`config.mk`:
```
export PLATFORM = sky130hd
export DESIGN_NAME = sc2110_sync_embed_module_flat
export DESIGN_NICKNAME = d
export VERILOG_FILES = /design/src/rtl/sc2110_sync_embed_module_if.sv /design/src/rtl/sc2110_sync_embed_module.sv /design/src/flat_wrapper.sv
export SDC_FILE = /design/constraint.sdc
export NUM_CORES = 1
export LEC_CHECK = 0
export ABC_AREA = 0
export CAP_MARGIN = 0
export CORE_MARGIN = 3
export CORE_UTILIZATION = 45
export CTS_CLUSTER_DIAMETER = 30
export DETAILED_ROUTE_END_ITERATION = 6
export PLACE_DENSITY = 0.67
export SYNTH_ARGS = -nofsm -noshare
export SYNTH_HDL_FRONTEND = slang
export SYNTH_SLANG_ARGS = --single-unit
export TNS_END_PERCENT = 5
```
`constraint.sdc`:
```
create_clock -name i_clk -period 2.2 [get_ports i_clk]
set_input_delay 0.44 -clock i_clk [delete_from_list [all_inputs] [get_ports i_clk]]
set_output_delay 0.44 -clock i_clk [all_outputs]
set_load 0.05 [all_outputs]
```
`src/rtl/sc2110_sync_embed_module_if.sv`:
```
// rtl/sc2110_sync_embed_module_if.sv - pixel-in / word-out bus of the SC2110 sync embedder
interface sc2110_sync_embed_module_if;
  logic        i_ce;
  logic        i_en;
  logic [11:0] i_pix_data;
  logic        o_pix_req;
  logic        o_dvld;
  logic [11:0] o_data;
  logic        o_busy;
  logic        o_frame_done;

  // Drives strobe, enable and pixels; observes the generated stream
  modport master (
    output i_ce, i_en, i_pix_data,
    input  o_pix_req, o_dvld, o_data, o_busy, o_frame_done
  );

  // The embedder itself
  modport slave (
    input  i_ce, i_en, i_pix_data,
    output o_pix_req, o_dvld, o_data, o_busy, o_frame_done
  );
endinterface

```
`src/rtl/sc2110_sync_embed_module.sv`:
```
// rtl/sc2110_sync_embed_module.sv - SC2110 transmit-side sync code embedder
module sc2110_sync_embed_module #(
  parameter int          H_ACTIVE   = 1920,
  parameter int          H_BLANK    = 280,
  parameter int          V_ACTIVE   = 1080,
  parameter int          V_BLANK    = 4400,
  parameter logic [11:0] BLANK_WORD = 12'h040
) (
  input  logic                         i_clk,
  input  logic                         i_rstn,
  sc2110_sync_embed_module_if.slave    bus
);

  typedef enum logic [2:0] {IDLE, FS, SAV, ACT, EAV, HBLK, FE, VBLK} state_t;

  localparam logic [15:0] H_ACT_LAST = 16'(H_ACTIVE - 1);
  localparam logic [15:0] H_BLK_LAST = 16'(H_BLANK - 1);
  localparam logic [15:0] V_ACT_LAST = 16'(V_ACTIVE - 1);
  localparam logic [15:0] V_BLK_LAST = 16'(V_BLANK - 1);

  localparam logic [11:0] TAG_FS  = 12'hAB0;
  localparam logic [11:0] TAG_SAV = 12'h800;
  localparam logic [11:0] TAG_EAV = 12'h9D0;
  localparam logic [11:0] TAG_FE  = 12'hB60;

  state_t      state;
  logic [1:0]  code_cnt;
  logic [15:0] pix_cnt;   // word counter for ACT, HBLK and VBLK runs
  logic [15:0] line_cnt;
  logic [11:0] data_q;
  logic        dvld_q;
  logic        busy_q;
  logic        done_q;
  logic [11:0] pix_clamped;

  // Sync preamble is FFF,000,000,tag; word index comes from the 2-bit code counter
  function automatic logic [11:0] code_word(input logic [1:0] idx, input logic [11:0] tag);
    case (idx)
      2'd0:    return 12'hFFF;
      2'd3:    return tag;
      default: return 12'h000;
    endcase
  endfunction

  // FFF is reserved for the preamble, so payload can never fake a sync code
  assign pix_clamped = (bus.i_pix_data == 12'hFFF) ? 12'hFFE : bus.i_pix_data;

  // Pop is same-cycle so a first-word-fall-through source supplies this word's pixel
  assign bus.o_pix_req    = (state == ACT) && bus.i_ce;
  assign bus.o_data       = data_q;
  assign bus.o_dvld       = dvld_q;
  assign bus.o_busy       = busy_q;
  assign bus.o_frame_done = done_q;

  // Frame sequencer: everything advances only on word strobes, outputs registered
  always_ff @(posedge i_clk or negedge i_rstn) begin
    if (!i_rstn) begin
      state    <= IDLE;
      code_cnt <= 2'd0;
      pix_cnt  <= 16'd0;
      line_cnt <= 16'd0;
      data_q   <= 12'h000;
      dvld_q   <= 1'b0;
      busy_q   <= 1'b0;
      done_q   <= 1'b0;
    end else begin
      dvld_q <= bus.i_ce;
      done_q <= 1'b0;
      if (bus.i_ce) begin
        busy_q <= (state != IDLE);
        case (state)
          IDLE: begin
            data_q <= BLANK_WORD;
            if (bus.i_en) begin
              state    <= FS;
              code_cnt <= 2'd0;
              line_cnt <= 16'd0;
            end
          end
          FS: begin
            data_q   <= code_word(code_cnt, TAG_FS);
            code_cnt <= code_cnt + 2'd1;
            if (code_cnt == 2'd3) state <= SAV;
          end
          SAV: begin
            data_q   <= code_word(code_cnt, TAG_SAV);
            code_cnt <= code_cnt + 2'd1;
            if (code_cnt == 2'd3) begin
              state   <= ACT;
              pix_cnt <= 16'd0;
            end
          end
          ACT: begin
            data_q <= pix_clamped;
            if (pix_cnt == H_ACT_LAST) begin
              state   <= EAV;
              pix_cnt <= 16'd0;
            end else begin
              pix_cnt <= pix_cnt + 16'd1;
            end
          end
          EAV: begin
            data_q   <= code_word(code_cnt, TAG_EAV);
            code_cnt <= code_cnt + 2'd1;
            if (code_cnt == 2'd3) begin
              state   <= HBLK;
              pix_cnt <= 16'd0;
            end
          end
          HBLK: begin
            data_q <= BLANK_WORD;
            if (pix_cnt == H_BLK_LAST) begin
              pix_cnt <= 16'd0;
              if (line_cnt < V_ACT_LAST) begin
                line_cnt <= line_cnt + 16'd1;
                state    <= SAV;
              end else begin
                state <= FE;
              end
            end else begin
              pix_cnt <= pix_cnt + 16'd1;
            end
          end
          FE: begin
            data_q   <= code_word(code_cnt, TAG_FE);
            code_cnt <= code_cnt + 2'd1;
            if (code_cnt == 2'd3) begin
              state   <= VBLK;
              pix_cnt <= 16'd0;
            end
          end
          VBLK: begin
            data_q <= BLANK_WORD;
            if (pix_cnt == V_BLK_LAST) begin
              state   <= IDLE;
              pix_cnt <= 16'd0;
              done_q  <= 1'b1;
            end else begin
              pix_cnt <= pix_cnt + 16'd1;
            end
          end
          default: state <= IDLE;
        endcase
      end
    end
  end

endmodule

```
`src/flat_wrapper.sv`:
```
// flat-port wrapper written by rule: the top's interface ports become plain ports
module sc2110_sync_embed_module_flat 
#(
  parameter int          H_ACTIVE   = 1920,
  parameter int          H_BLANK    = 280,
  parameter int          V_ACTIVE   = 1080,
  parameter int          V_BLANK    = 4400,
  parameter logic [11:0] BLANK_WORD = 12'h040
)
  (i_clk, i_rstn, bus_i_ce, bus_i_en, bus_i_pix_data, bus_o_pix_req, bus_o_dvld, bus_o_data, bus_o_busy, bus_o_frame_done);
  sc2110_sync_embed_module_if bus_i ();
  input  logic i_clk;
  input  logic i_rstn;
  input wire logic [$bits(bus_i.i_ce)-1:0] bus_i_ce;
  input wire logic [$bits(bus_i.i_en)-1:0] bus_i_en;
  input wire logic [$bits(bus_i.i_pix_data)-1:0] bus_i_pix_data;
  output wire logic [$bits(bus_i.o_pix_req)-1:0] bus_o_pix_req;
  output wire logic [$bits(bus_i.o_dvld)-1:0] bus_o_dvld;
  output wire logic [$bits(bus_i.o_data)-1:0] bus_o_data;
  output wire logic [$bits(bus_i.o_busy)-1:0] bus_o_busy;
  output wire logic [$bits(bus_i.o_frame_done)-1:0] bus_o_frame_done;
  assign bus_i.i_ce = bus_i_ce;
  assign bus_i.i_en = bus_i_en;
  assign bus_i.i_pix_data = bus_i_pix_data;
  assign bus_o_pix_req = bus_i.o_pix_req;
  assign bus_o_dvld = bus_i.o_dvld;
  assign bus_o_data = bus_i.o_data;
  assign bus_o_busy = bus_i.o_busy;
  assign bus_o_frame_done = bus_i.o_frame_done;
  sc2110_sync_embed_module #(.H_ACTIVE(H_ACTIVE), .H_BLANK(H_BLANK), .V_ACTIVE(V_ACTIVE), .V_BLANK(V_BLANK), .BLANK_WORD(BLANK_WORD)) u_core (.i_clk(i_clk), .i_rstn(i_rstn), .bus(bus_i));
endmodule
```
==> Word level (Yosys, flattened, before mapping) <==
Index checks and enable logic that the tools add are counted.
{ "word_totals": {"ff_bits": 52, "latchBits": 0, "mem_bits_rw": 0, "rom_bits": 0, "inputBits": 16, "out_inout_bits": 16, "wordCells": 78, "mem_count": 0} }
{ "op_classes": {"add_sub_neg": 3, "mul": 0, "n_div": 0, "order_cmp": 1, "eq_ne": 22, "shifts": 0, "n_mux": 30, "bitwise_logic": 0, "reduce_logical": 14} }
{ "ops": {"columns": ["op", "n"], "rows": [
  ["$mux W16", 7],
  ["$pmux W12 S2", 4],
  ["$pmux W12 S6", 1],
  ["$pmux W16 S4", 1],
  ["$add A16 B1 Y16 const B", 2],
  ["$pmux W16 S2", 1],
  ["$mux W3", 9],
  ["$pmux W3 S8", 1],
  ["$eq A16 B11 Y1 const B", 1],
  ["$eq A16 B13 Y1 const B", 1],
  ["$eq A16 B9 Y1 const B", 1],
  ["$lt A16 B11 Y1 const B", 1],
  ["$ne A2 B1 Y1 const B", 8],
  ["$eq A12 B12 Y1 const B", 1],
  ["$eq A3 B3 Y1 const B", 4],
  ["$mux W12", 1],
  ["$reduce_and A9 Y1", 1],
  ["$eq A3 B2 Y1 const B", 2],
  ["$reduce_and A3 Y1", 2],
  ["$reduce_or A3 Y1", 2],
  ["$reduce_and A5 Y1", 1],
  ["$ne A2 B2 Y1 const B", 2],
  ["$pmux W2 S2", 1],
  ["$reduce_bool A2 Y1", 2],
  ["11 further kinds", 13]
]} }

==> Logic depth before layout (Yosys ltp) <==
Gate-level depths: netlist of the first run.
{ "logic_depth": {"word_depth": 4, "mapped_depth": 7, "ltp_nobuf": 7} }

==> Least setup slack after synthesis of the first run <==
No wires, ideal clock.
{ "synth_timing": {"kind": "reg2out", "start": "register u_core.state[2]", "end": "output port bus_o_pix_req", "arrival_time_ps": 1867, "t_required_ps": 1760, "setup_slack_ps": -107, "path_stages_with_launch": 4, "n_path_buf": 2, "cell_sequence": "dfrtp_1 clkbuf_1 clkbuf_1 nor3_1"} }
{ "synth_between": {"elab_chain_len": 2} }
{ "synth_rtl": {"columns": ["element", "line", "source"], "rows": [
  ["start: declaration", "sc2110_sync_embed_module.sv:26", "state_t state;"],
  ["start signal: assignment", "sc2110_sync_embed_module.sv:58", "state <= IDLE;"],
  ["start signal: assignment", "sc2110_sync_embed_module.sv:75", "state <= FS;"],
  ["start signal: assignment", "sc2110_sync_embed_module.sv:83", "if (code_cnt == 2'd3) state <= SAV;"],
  ["$eq A3 B2 Y1", "sc2110_sync_embed_module.sv:49", "assign bus.o_pix_req = (state == ACT) && bus.i_ce;"],
  ["$logic_and A1 B1 Y1", "sc2110_sync_embed_module.sv:49", null],
  ["end: declaration", "flat_wrapper.sv:17", "output wire logic [$bits(bus_i.o_pix_req)-1:0] bus_o_pix_req;"]
]} }
Every way passes these cells.

==> Worst setup path after layout of the first run <==
{ "layout_timing": {"start": "input port bus_i_en", "end": "register u_core.line_cnt[8]"} }
{ "layout_between": {"elab_chain_len": 2} }
{ "layout_rtl": {"columns": ["element", "line", "source"], "rows": [
  ["start: declaration", "flat_wrapper.sv:15", "input wire logic [$bits(bus_i.i_en)-1:0] bus_i_en;"],
  ["$ne A2 B2 Y1 (no source line)", null, null],
  ["$reduce_and A5 Y1 (no source line)", null, null],
  ["end signal: assignment", "sc2110_sync_embed_module.sv:115", "line_cnt <= line_cnt + 16'd1;"],
  ["end: declaration", "sc2110_sync_embed_module.sv:29", "logic [15:0] line_cnt;"]
]} }
Every way passes these cells.
A chain may end at the register's enable or synchronous reset.

==> results by group, run 1 <==
Clocking
  • Root Driver: clkbuf_8
  • Clk slew on worst S/H paths: 100 ps
  • H-Tree Depth: 2
  • Postcts setup bufs: 0
  • Sink Count: 52
  • Hold buffers post-CTS: 0
  • Num CTS Buffers: 5
  • Latest clock arrival within the worst-skew pair: 310 ps
  • CTS tree: done
  • Clk buf depth: 2

Placed design
  • Placed cell count: 456
  • Gpl congestion: 0.824
  • Post-DP HPWL: 5010 µm
  • Port bufs: 31
  • Area of placed instances: 3500 µm²

Yosys
  • Syn Area/Cell: 8.75 µm²
  • Adder-Cell Fraction of Synth Area: 1.75%
  • Number of flops mapped to enable cells by yosys: 0
  • Ys flop type: dfrtp_1
  • Main combinational cell family by area after synthesis: simple AND/OR/NAND/NOR gates
  • Cell variety after synth: 56
  • Post-synthesis xor/xnor area fraction: 3.99%
  • Top cells by area, synth: dfrtp_1 (46%), nor2_1 (7.5%), a21oi_1 (4.6%)
  • Synth top area share: 45.6%
  • Area leader, netlist: dfrtp_1
  • Async SR Flop Fraction: 100%
  • Synth Net Count: 346
  • Synth Instances: 326
  • Compound-cell area share of the yosys netlist: 16.0%
  • Register bit total from synthesis: 52
  • Sequential element share of the synthesized area: 45.6%
  • Mux contribution to synthesized area: 1.14%
  • Synth Cell Area: 2850 µm²
  • Post-Synth Simple-Gate Area: 28.3%
  • Number of warnings issued by yosys: 0

Detailed routing
  • Drt drc: 0
  • Initial DRC Count: 100
  • Vias per cell: 5.51
  • DR WL/cell: 14.5 µm
  • Pre-antenna DRT Iters: 4
  • Vias: 2557
  • Antenna violation net count after detailed routing: 0
  • Final WL: 6730 µm

Power
  • Net Sw Frac: 39.9%
  • Power, Total: 3010 µW
  • Sw Pwr: 1200 µW
  • Sequential share of power: 41.1%
  • Clock power frac: 18.5%
  • Peak VDD IR: 0.572 mV
  • PwrDens: 835 nW/µm²
  • Pint: 1810 µW
  • Combinational share of power: 40.4%
  • P_leak: 0.00156 µW

Floorplanning
  • Initial Utilization: 47.4%
  • Core Area: 6030 µm²
  • Rows: 28
  • Num ports: 32
  • DIE AREA: 7330 µm²
  • Die width: 85.6 µm
  • DIE HEIGHT: 85.6 µm

Cells and area
  • Area of the multi-input gates: 1480 µm²
  • Most frequent cells in the layout: nor2_1 (56), dfrtp_1 (52), buf_4 (34)
  • Share of layout cells above drive strength 1: 14.9%
  • # nets final: 408
  • Commonest non-fill, non-tap cell in the layout: nor2_1
  • # diodes: 0
  • Fin cells: 464
  • Total area of sequential cells: 1300 µm²
  • P&R area growth vs syn: 26.3%
  • Filler Cells Inserted: 549
  • Final instance area: 3600 µm²

Setup path
  • Worst Setup End Kind: flop
  • Startpoint types: input pin
  • Worst-path fanout max: 3
  • Critical path class: in2reg
  • Worst Path Arrival: 2370 ps
  • Worst Path Required: 2440 ps

Global routing
  • Vias in the first global route: 2435
  • Grt ovf: 0
  • Largest net degree at the start of global routing: 32
  • Global-route usage over all layers: 19.1%
  • Initial antenna violation count: 0
  • First-pass GRT wire length: 11400 µm

Worst hold path
  • Worst Hold Class: in2async

Timing
  • Period Utilization, post-route: 96.6%
  • RSZ-0062 raised after global routing: true
  • Clock skew: 7.90 ps
  • Max Slew Vio Count: 0
  • Final hold viol count: 0
  • Max Clk Rate: 470 MHz
  • Finish-stage setup viols: 0
  • Min Clock Period, post-route: 2130 ps
  • Worst-Margin Slew: 598 ps
  • Slew HR: 59.6%

Outcome
  • Outcome: finished, final reports clean

Flow run
  • Max Cap Viol: 0
-- kinds of logic (layout without fill, tap and decap cells) --
| kind of cell | count (synthesis) | after routing |
|---|---|---|
| muxes | 3 | 3 |
| buffers and inverters | 24 | 87 |
| DFF | 52 | 52 |
| xor gates and xnor gates | 13 | 13 |
| and+or+nand+nor | 159 | 159 |
| AOI/OAI and AO/OA | 71 | 71 |
| adders and majority gates | 4 | 4 |
-- power groups by stage --
stage          clock network (µW)  logic (µW)  registers, µW
3_5_place_dp                    0        1190           1250
2_1_floorplan                   0         590           1410
3_3_place_gp                    0        1180           1250
5_1_grt                       593        1330           1260
6_report                      558        1220           1240
4_1_cts                       560        1200           1230
-- layout make-up --
cell class,instances,share of cell area (%)
inverters,13,1.35
clock buffers,5,1.91
repair buffers,66,16.4
well taps,75,2.60
clock inverters,3,0.521
multi-input cells,250,41.1
flip-flops and latches,52,36.1
-- final timing paths --
kind	to	slack, ps	start	cells past startpoint
setup / recovery	u_core.line_cnt[8]	70	bus_i_en	6
hold / removal	u_core.pix_cnt[8]	100	i_rstn	1
setup reg to reg	u_core.line_cnt[8]	80	u_core.pix_cnt[1]	7
hold reg to reg	u_core.line_cnt[14]	500	u_core.line_cnt[14]	1
max in group asynchronous	u_core.bus.o_data[5]	1560	i_rstn	2
min in group i_clk	u_core.line_cnt[14]	500	u_core.line_cnt[14]	1
-- sequential cells by signal (all words and copies together), names as in the netlist --
name	cells
u_core.pix_cnt	16
u_core.state	3
u_core.code_cnt	2
u_core.bus.o_frame_done	1
u_core.line_cnt	16
u_core.bus.o_dvld	1
u_core.bus.o_busy	1
u_core.bus.o_data	12
-- cell usage after synthesis (all sizes together) (2+ instances only) --
cell type,n
a21o,3
a21oi,27
a32o,2
and2,6
and3,3
buf,2
clkbuf,9
dfrtp,52
ha,4
inv,13
mux2,2
nand2,33
nand3,18
nand3b,2
nand4,10
nand4b,2
nor2,57
nor2b,3
nor3,7
nor4,3
nor4b,2
o211ai,2
o21ai,16
o221ai,2
o22ai,2
o311ai,4
o31ai,2
or2,3
or3,4
xnor2,7
xor2,6
-- timing repair --
item                                   in CTS  in global routing
setup endpoints to repair                   0                 11
gates resized for setup                     0                  3
endpoints found under the hold margin       0                  0
-- critical path, cell delays in order --
cell	delay, ps
clkdlybuf4s50_1	480
or3b_1	350
a211o_1	290
o21bai_2	200
or4_1	460
a21oi_1	150
-- per-layer routing --
layer / wire [µm] / up-vias / GRT usage (%)
li1: - / 1279 / -
met1: 3310 / 1219 / 28.2
met2: 3110 / 52 / 29.4
met3: 251 / 7 / 3.07
met4: 55 / 0 / 4.75
met5: 0 / - / 0
-- metrics by stage --
stage                     setup TNS [ps]  utilization [%]  setup WS (ps)  hold WS, ps
after floorplan                        0                -            101          144
after global placement             -1170             58.1           -268          453
after detailed placement           -1600             58.1           -289          451
after CTS                              0             59.5           49.0          118
after global routing                -121             59.8          -57.8          142
final                                  0             59.8           74.5         98.7
Power figures use the tool's default switching activity.
==> inputs of run 2 (changes only) <==
--- a/config.mk
+++ b/config.mk
@@ -9,9 +9,10 @@
 export CAP_MARGIN = 0
 export CORE_MARGIN = 3
 export CORE_UTILIZATION = 45
-export CTS_CLUSTER_DIAMETER = 30
+export CTS_CLUSTER_DIAMETER = 120
 export DETAILED_ROUTE_END_ITERATION = 6
 export PLACE_DENSITY = 0.67
+export REMOVE_ABC_BUFFERS = 1
 export SYNTH_ARGS = -nofsm -noshare
 export SYNTH_HDL_FRONTEND = slang
 export SYNTH_SLANG_ARGS = --single-unit
==> run 2 against run 1 <==
Against the previous run: worst setup slack lost 42 ps; fmax shrank 1.9%; hold slack lost 6.5 ps; via count shrank 0.51%; highest routed layer unchanged; register-to-register slack is essentially flat; sequential share of layout area shrank 0.17 points; combinational power is essentially flat; critical endpoint unchanged; critical path depth is the same; largest cell class unchanged; clock skew shrank 1.3 ps.
==> results by group, run 2 (synthesis results as in run 1) <==
Outcome
  • Outcome: finished, final reports clean

Setup path
  • R2R depth: 7
  • Worst Path Arrival: 2400 ps
  • Startpoint types: input pin
  • Worst Path Required: 2430 ps
  • Worst-path fanout max: 3
  • Worst Setup End Kind: flop
  • Critical path class: in2reg

Floorplanning
  • Rows: 28
  • DIE AREA: 7330 µm²
  • Core Area: 6030 µm²
  • Die width: 85.6 µm
  • DIE HEIGHT: 85.6 µm
  • Initial Utilization: 47.4%
  • Num ports: 32

Cells and area
  • # nets final: 408
  • P&R area growth vs syn: 26.9%
  • Most frequent cells in the layout: nor2_1 (56), dfrtp_1 (52), nand2_1 (33), buf_4 (33), clkdlybuf4s50_1 (28)
  • Commonest non-fill, non-tap cell in the layout: nor2_1
  • Filler Cells Inserted: 546
  • # diodes: 0
  • Share of layout cells above drive strength 1: 14.4%

Global routing
  • Met1 Use GR: 27.2%
  • Global-route usage over all layers: 19.0%
  • Met2 Usage GRT: 29.9%
  • Largest net degree at the start of global routing: 33
  • First-pass GRT wire length: 11400 µm
  • Met3 Use GR: 3.46%
  • Busiest grt layer: met2
  • Initial antenna violation count: 0
  • Grt ovf: 0
  • Vias in the first global route: 2461

Timing
  • Period Utilization, post-route: 98.5%
  • Slew HR: 61.4%
  • Final WS setup: 32.7 ps
  • RSZ-0062 raised after global routing: true
  • Setup TNS: 0 ps
  • Worst-Margin Slew: 577 ps
  • Max Clk Rate: 461 MHz
  • Final hold viol count: 0
  • Max Slew Vio Count: 0
  • Clock skew: 6.56 ps
  • Finish-stage setup viols: 0
  • Min Clock Period, post-route: 2170 ps
  • Fin Hold WS: 92.2 ps

Power
  • Power, Total: 3020 µW
  • Sw Pwr: 1170 µW
  • Combinational share of power: 40.1%
  • Peak VDD IR: 0.634 mV
  • Sequential share of power: 41.3%
  • PwrDens: 834 nW/µm²
  • Clock power frac: 18.6%
  • Pint: 1860 µW
  • Net Sw Frac: 38.6%
  • P_leak: 0.00157 µW

Worst hold path
  • Worst Hold Class: in2async

Detailed routing
  • Antenna violation net count after detailed routing: 0
  • Pre-antenna DRT Iters: 4
  • Drt drc: 0
  • Final WL: 6550 µm
  • DR WL/cell: 14.1 µm
  • Vias per cell: 5.48
  • Initial DRC Count: 168
  • Vias: 2544

Placed design
  • Placement Setup Slack: -281 ps
  • Gpl congestion: 0.838
  • Port bufs: 31
  • Post-DP HPWL: 5020 µm

Clocking
  • Sink Count: 52
  • Clk slew on worst S/H paths: 90 ps
  • Hold buffers post-CTS: 0
  • CTS tree: done
  • Latest clock arrival within the worst-skew pair: 300 ps
  • H-Tree Depth: 2
  • Root Driver: clkbuf_8
  • Num CTS Buffers: 5
  • Clk buf depth: 2
  • Postcts setup bufs: 0

Flow run
  • Max Cap Viol: 0
## run 2: changes by cell type in the layout (fill, tap and decap cells not counted), sizes merged
cell           change
clkdlybuf4s50      -1
clkinv             -3
clkbuf             +3
dlymetal6s2s       +1
## run 2: critical path: stages
cell and delay (ps):
clkdlybuf4s50_1 470, or3b_1 340, a211o_1 330, o21bai_2 200, or4_1 470, a21oi_1 150
## run 2: timing repair
action / in CTS / in global routing
endpoints found under the setup margin: 0 / 15
hold endpoints to repair: 0 / 0
resized for setup: 0 / 5
## run 2: power by group through the flow
stage | clock network [µW] | registers, µW | logic, µW
floorplan | 0 | 1450 | 521
global placement | 0 | 1260 | 1180
finish | 561 | 1250 | 1210
CTS | 577 | 1240 | 1210
detailed placement | 0 | 1260 | 1200
global route | 620 | 1270 | 1340
## run 2: worst paths after layout
check	startpoint	slack, ps	end
max	bus_i_en	30	u_core.line_cnt[8]
min	i_rstn	90	u_core.pix_cnt[9]
max reg2reg	u_core.pix_cnt[0]	70	u_core.line_cnt[8]
min reg2reg	u_core.line_cnt[15]	490	u_core.line_cnt[15]
max in group asynchronous	i_rstn	1570	u_core.bus.o_busy
min in group i_clk	u_core.line_cnt[15]	490	u_core.line_cnt[15]
## run 2: layer usage
metal  wire (µm)  share of wire (%)  vias to the layer above
met5           0                  0                        -
met4          70                1.1                        0
met3         179                2.7                        6
met2        3040                 46                       34
met1        3260                 50                     1220
li1            -                  -                     1284
## run 2: cell type report
cell class | instances | area, µm² | area share, %
clock buffer | 8 | 90.1 | 2.49
sequential | 52 | 1300 | 35.9
inverter | 13 | 48.8 | 1.35
multi-input combinational | 250 | 1480 | 40.9
tap | 75 | 93.8 | 2.59
timing repair buffer | 66 | 606 | 16.7
## run 2: per-stage QoR
step                cell area (µm²)  instances  util, %
floorplan                      2810        315        -
global placement               3510        456     58.2
detailed placement             3510        456     58.2
CTS                            3600        464     59.7
global route                   3620        464     60.1
finish                         3620        464     60.1
